$ cat src/rtl/memory_sequencer_if.sv
// Request/response and memory-array bus for memory_sequencer.
// slave: sequencer side; master: requester plus memory array side.
interface memory_sequencer_if;
    // request channel
    logic       req_valid;
    logic       req_ready;
    logic       req_write;
    logic [1:0] req_addr;
    logic [7:0] req_wdata;
    // read response channel
    logic       rsp_valid;
    logic       rsp_ready;
    logic [7:0] rsp_data;
    // 4x8 byte memory array
    logic [7:0] mem_data;
    logic       mem_store;
    logic [1:0] mem_addr;
    logic [7:0] mem_q;

    modport slave (
        input  req_valid, req_write, req_addr, req_wdata,
        input  rsp_ready, mem_q,
        output req_ready, rsp_valid, rsp_data,
        output mem_data, mem_store, mem_addr
    );

    modport master (
        output req_valid, req_write, req_addr, req_wdata,
        output rsp_ready, mem_q,
        input  req_ready, rsp_valid, rsp_data,
        input  mem_data, mem_store, mem_addr
    );
endinterface

$ cat src/rtl/memory_sequencer.sv
// Sequences single-byte reads/writes to a 4x8 byte memory array.
// Ports: clk, reset (sync, active-high), bus (memory_sequencer_if.slave).
module memory_sequencer #(
    parameter int STROBE_CYCLES = 1
) (
    input  logic                clk,
    input  logic                reset,
    memory_sequencer_if.slave   bus
);

    localparam logic [3:0] STROBE_LIM = 4'(STROBE_CYCLES);

    typedef enum logic [2:0] {
        IDLE,
        SETUP,
        STROBE,
        HOLD,
        SETTLE,
        CAPTURE,
        RESP
    } state_t;

    state_t     state;
    logic [3:0] cnt;
    logic       req_ready;
    logic       rsp_valid;
    logic [7:0] rsp_data;
    logic       mem_store;
    logic [1:0] mem_addr;
    logic [7:0] mem_data;

    // All outputs are registers so mem_store never glitches and
    // only rises after mem_addr/mem_data have settled for a cycle.
    always_ff @(posedge clk) begin
        if (reset) begin
            state     <= IDLE;
            cnt       <= 4'd0;
            req_ready <= 1'b1;
            rsp_valid <= 1'b0;
            rsp_data  <= 8'd0;
            mem_store <= 1'b0;
            mem_addr  <= 2'd0;
            mem_data  <= 8'd0;
        end else begin
            unique case (state)
                IDLE: begin
                    // req_ready is high in IDLE, so valid alone accepts
                    if (bus.req_valid) begin
                        mem_addr  <= bus.req_addr;
                        mem_data  <= bus.req_wdata;
                        req_ready <= 1'b0;
                        state     <= bus.req_write ? SETUP : SETTLE;
                    end
                end
                SETUP: begin
                    mem_store <= 1'b1;
                    cnt       <= 4'd1;
                    state     <= STROBE;
                end
                STROBE: begin
                    if (cnt == STROBE_LIM) begin
                        mem_store <= 1'b0;
                        state     <= HOLD;
                    end else begin
                        cnt <= cnt + 4'd1;
                    end
                end
                HOLD: begin
                    req_ready <= 1'b1;
                    state     <= IDLE;
                end
                SETTLE: begin
                    state <= CAPTURE;
                end
                CAPTURE: begin
                    // address has been stable since SETTLE
                    rsp_data  <= bus.mem_q;
                    rsp_valid <= 1'b1;
                    state     <= RESP;
                end
                RESP: begin
                    if (bus.rsp_ready) begin
                        rsp_valid <= 1'b0;
                        req_ready <= 1'b1;
                        state     <= IDLE;
                    end
                end
                default: begin
                    mem_store <= 1'b0;
                    rsp_valid <= 1'b0;
                    req_ready <= 1'b1;
                    state     <= IDLE;
                end
            endcase
        end
    end

    assign bus.req_ready = req_ready;
    assign bus.rsp_valid = rsp_valid;
    assign bus.rsp_data  = rsp_data;
    assign bus.mem_store = mem_store;
    assign bus.mem_addr  = mem_addr;
    assign bus.mem_data  = mem_data;

endmodule

$ cat src/flat_wrapper.sv
// flat-port wrapper written by rule: the top's interface ports become plain ports
module memory_sequencer_flat 
#(
    parameter int STROBE_CYCLES = 1
)
  (clk, reset, bus_req_valid, bus_req_write, bus_req_addr, bus_req_wdata, bus_rsp_ready, bus_mem_q, bus_req_ready, bus_rsp_valid, bus_rsp_data, bus_mem_data, bus_mem_store, bus_mem_addr);
  memory_sequencer_if bus_i ();
  input  logic clk;
  input  logic reset;
  input wire logic [$bits(bus_i.req_valid)-1:0] bus_req_valid;
  input wire logic [$bits(bus_i.req_write)-1:0] bus_req_write;
  input wire logic [$bits(bus_i.req_addr)-1:0] bus_req_addr;
  input wire logic [$bits(bus_i.req_wdata)-1:0] bus_req_wdata;
  input wire logic [$bits(bus_i.rsp_ready)-1:0] bus_rsp_ready;
  input wire logic [$bits(bus_i.mem_q)-1:0] bus_mem_q;
  output wire logic [$bits(bus_i.req_ready)-1:0] bus_req_ready;
  output wire logic [$bits(bus_i.rsp_valid)-1:0] bus_rsp_valid;
  output wire logic [$bits(bus_i.rsp_data)-1:0] bus_rsp_data;
  output wire logic [$bits(bus_i.mem_data)-1:0] bus_mem_data;
  output wire logic [$bits(bus_i.mem_store)-1:0] bus_mem_store;
  output wire logic [$bits(bus_i.mem_addr)-1:0] bus_mem_addr;
  assign bus_i.req_valid = bus_req_valid;
  assign bus_i.req_write = bus_req_write;
  assign bus_i.req_addr = bus_req_addr;
  assign bus_i.req_wdata = bus_req_wdata;
  assign bus_i.rsp_ready = bus_rsp_ready;
  assign bus_i.mem_q = bus_mem_q;
  assign bus_req_ready = bus_i.req_ready;
  assign bus_rsp_valid = bus_i.rsp_valid;
  assign bus_rsp_data = bus_i.rsp_data;
  assign bus_mem_data = bus_i.mem_data;
  assign bus_mem_store = bus_i.mem_store;
  assign bus_mem_addr = bus_i.mem_addr;
  memory_sequencer #(.STROBE_CYCLES(STROBE_CYCLES)) u_core (.clk(clk), .reset(reset), .bus(bus_i));
endmodule
$ cat config.mk
export PLATFORM = sky130hd
export DESIGN_NAME = memory_sequencer_flat
export DESIGN_NICKNAME = d
export VERILOG_FILES = /design/src/rtl/memory_sequencer_if.sv /design/src/rtl/memory_sequencer.sv /design/src/flat_wrapper.sv
export SDC_FILE = /design/constraint.sdc
export NUM_CORES = 1
export LEC_CHECK = 0
export ABC_AREA = 1
export BUFFER_PORTS_ARGS = -buffer_cell sky130_fd_sc_hd__buf_2
export CORE_MARGIN = 5
export CORE_UTILIZATION = 51
export CTS_CLUSTER_SIZE = 10
export DETAILED_ROUTE_END_ITERATION = 10
export PLACE_DENSITY = 0.82
export SYNTH_ARGS = -nofsm -noshare
export SYNTH_HDL_FRONTEND = slang
export SYNTH_SLANG_ARGS = --single-unit
$ cat constraint.sdc
create_clock -name clk -period 3 [get_ports clk]
set_input_delay 0.3 -clock clk [delete_from_list [all_inputs] [get_ports clk]]
set_output_delay 0.3 -clock clk [all_outputs]
set_load 0.005 [all_outputs]
==> summary.md <==
| Metric | Value |
|---|---|
| Initial antenna violation count | 0 |
| Net switching share of the total power | a little under two fifths |
| Die Ht | around 60 um |
| CTS buffer count | 3 |
| Status | finished, final reports clean |
| Met2 wire len | 1374 um |
| Clock power share | about a fifth |
| Max layer used | met4 |
| Worst-Skew Late Latency | between 0.3 and 0.4 ns |
| I/O pin total | 44 |
| Crit Path Class | reg2reg |
| Reg-to-reg startpoint | u_core.state[0]$_SDFFE_PP0P_ |
| Post-synthesis instance area | 1199 sq um |
| Worst EP required | 3.21 ns |
| Maxcap violations | 0 |
| Area of the core | 2233 sq um |
| Logic pwr share | a little under two fifths |
| Reg clk slew, reported paths | roughly 0.15 ns |
| Endpoints failing hold | 0 |
| Initial drt markers | 29 |
| Antenna viol nets, final | 0 |
| Slowest cell on crit path | nor3_2 |
| Static leakage power | a little under 0.7 nW |
| Final setup viols | 0 |
| Fin crit share | 59.36% |
| Sequential element share of the synthesized area | between 40% and 50% |
| DRT Pass-1 Iters | 4 |
| Post_cts resized | 0 |
| Slew HR | a little under three fifths |
| Layout overhead on the synthesized area | 22.55% |
| Final Net Count | ~230 |
| First-pass GRT wire length | around 4600 um |
| Crit. End Element | flip-flop |
| Via count | around 1200 |
| Remaining DRCs | 0 |
| Pre-CTS setup slack | 1.311 ns |
| Number of antenna diodes | 0 |
| Worst r2r dst | u_core.bus.mem_addr[0]$_SDFFE_PP0P_ |
| Worst min path class | in2reg |
| CP delay by family, top | simple AND/OR/NAND/NOR gates |
| Register bit total from synthesis | 28 |
| CP Capture Point | u_core.bus.mem_addr[0]$_SDFFE_PP0P_ |
| Finished Core Util | about two thirds |
| Hold-fix buffers, CTS | 0 |
| Largest net degree at the start of global routing | 19 |
| Crit-path max cell delay | 0.58 ns |
| Area of all placed cells without fillers | around 1500 sq um |
| Crit path time final | roughly 1.8 ns |
| Worst Tran Pin Value | approximately 0.64 ns |
| Sw Pwr | 0.4593 mW |
| Die area | approximately 3400 sq um |
| Filler cells | 214 |
| Unrepaired setup endpoints after global routing | no |
| Clk_skew | approximately 0.0097 ns |
| R2R setup slack | between 1 and 1.5 ns |
| Total power | roughly 1.2 mW |
| VDD IR-drop max | roughly 0.47 mV |
| Final HPWL DP | about 2100 um |
| Worst setup SP type | flip-flop |
| Yosys top cell by area | dfxtp_1 |
| Max Fclk | around 560 MHz |
| TritonCTS Sinks | 28 |
| Post-Syn Nets | about 180 |
| Crit path buf inv count | 0 |
| Die X-Extent | 58.48 um |
| Port Buf Inserts | 43 |
| Reg2Reg Depth | 4 |
| Post-Syn Instances | approximately 160 |
| Gpl congestion | around 0.94 |
| Setup WS post-layout | between 1 and 1.5 ns |
| Post-synth top area share | 46.76% |
| Effective utilization at floorplan | 53.67% |
| YS warnings | 0 |
| Dpl cells | 223 |
| Min Hold Slack | 0.2235 ns |
| Final cell count without fillers | around 230 |
| Routed wl met3 | 181 um |
| Pint | between 0.7 and 0.8 mW |
| Sequential power share | a little over two fifths |
| Total routed wirelength | 2743 um |
| Cell mode on critical path | nand2_1 |
| Clock Tree Buf Depth | 2 |
| Max H-tree Level | 1 |
| Power per cell area | ~800 nW/um^2 |
| Mean Syn Cell Area | ~7.5 sq um |
| Clk root buf | clkbuf_4 |
| CP cell instances | nor3_2 > nand2_1 > nand2_1 > a21oi_1 |
| WP depth | 4 |
| Post-DP Area | 1416 sq um |
| Setup TNS | 0 ns |
| GRT Residual Overflow | 0 |
| Cell variety after synth | 22 |
| Via/cell ratio | between 5 and 6 |
| Ratio of cells with drive above 1 in the final layout | between 20% and 30% |
| Top cells by area, synth | dfxtp_1 (47%), a21oi_1 (10%), nand3_1 (9.2%) |
| Arrival @ worst endpoint | ~2.0 ns |
| Post-CTS repair timing setup buffer count | 0 |
| Worst-path fanout max | 12 |
| CP startpoint | u_core.state[0]$_SDFFE_PP0P_ |
| Cell Rows | 17 |
| CTS tree | built |
| Routed wire per std cell | ~12 um |
| Metal-1 WL | 1176 um |
| Hold path cells | 3 |
| Pins over their slew limit | 0 |
| Vias in the first global route | 1097 |
| Gr usage total | between 10% and 20% |
cell type report:
cell class	count	area, sq um	area share (%)
Clock buffer	3	22.52	1.533
Clock inverter	1	30.03	2.044
Inverter	18	67.56	4.600
Multi-Input combinational cell	106	538.0	36.63
Sequential cell	28	560.5	38.16
Tap cell	28	35.03	2.385
Timing Repair Buffer	43	215.2	14.65
sequential cells by signal, summed over array words and instances, names as in the netlist:
register / cells
u_core.bus.mem_addr: 2
u_core.cnt: 4
u_core.state: 3
u_core.bus.req_ready: 1
u_core.bus.rsp_data: 8
u_core.bus.rsp_valid: 1
u_core.bus.mem_data: 8
u_core.bus.mem_store: 1
power groups by stage:
stage | clock network [mW] | registers, mW | logic [mW]
after floorplan | 0 | 0.511 | 0.338
after global placement | 0 | 0.527 | 0.424
after detailed placement | 0 | 0.530 | 0.440
after CTS | 0.247 | 0.522 | 0.445
after global routing | 0.260 | 0.536 | 0.517
final | 0.241 | 0.523 | 0.446
synth_stat cells (all sizes together):
cell type and number:
clkbuf 4, nor2 9, or2 1, inv 18, dfxtp 28, nor3 1
nand4 4, o31ai 1, xor2 1, o21bai 1, buf 3, a21oi 24
ha 2, o21ai 12, nand3 23, nand2 27
worst min path at each step:
stage | startpoint | end
floorplan | u_core.bus.rsp_data[4]$_SDFFE_PP0P_ | u_core.bus.rsp_data[4]$_SDFFE_PP0P_
global placement | u_core.bus.rsp_data[7]$_SDFFE_PP0P_ | u_core.bus.rsp_data[7]$_SDFFE_PP0P_
detailed placement | u_core.bus.rsp_data[3]$_SDFFE_PP0P_ | u_core.bus.rsp_data[3]$_SDFFE_PP0P_
CTS | bus_req_wdata[4] | u_core.bus.mem_data[4]$_SDFFE_PP0P_
global route | bus_req_wdata[4] | u_core.bus.mem_data[4]$_SDFFE_PP0P_
finish | bus_req_wdata[4] | u_core.bus.mem_data[4]$_SDFFE_PP0P_
cell families (layout without fill, tap and decap cells):
family | count (synthesis) | after routing | share of synthesized area (%)
compound gates | 38 | 38 | 16.28
xor+xnor | 1 | 1 | 0.7308
flops | 28 | 28 | 46.76
buf+inv | 25 | 65 | 8.350
fa+ha+maj | 2 | 2 | 2.087
simple gates | 65 | 65 | 25.78
tightest hold or removal path, stage by stage:
cell and delay (ns):
buf_2 0.09, nand3_1 0.07, a21oi_1 0.06
cell usage in the layout, fill, tap and decap left out:
cell,instances
buf_2,43
dfxtp_1,28
nand2_1,25
a21oi_1,24
nand3_1,22
inv_1,17
o21ai_0,11
nor2_1,8
nand4_1,4
clkbuf_4,3
nand2_2,2
ha_1,2
nand3_2,1
o21ai_1,1
nor3_2,1
inv_2,1
nor2_4,1
o21bai_1,1
xor2_1,1
or2_1,1
o31ai_1,1
bufinv_16,1
routing by layer:
metal / GRT usage, % / vias up
met1: 20.46 / 522
met3: 2.632 / 2
li1: - / 606
met4: 4.636 / 0
met2: 30.30 / 49
met5: 0 / -
Note: power is estimated with default switching activity, not from simulation.
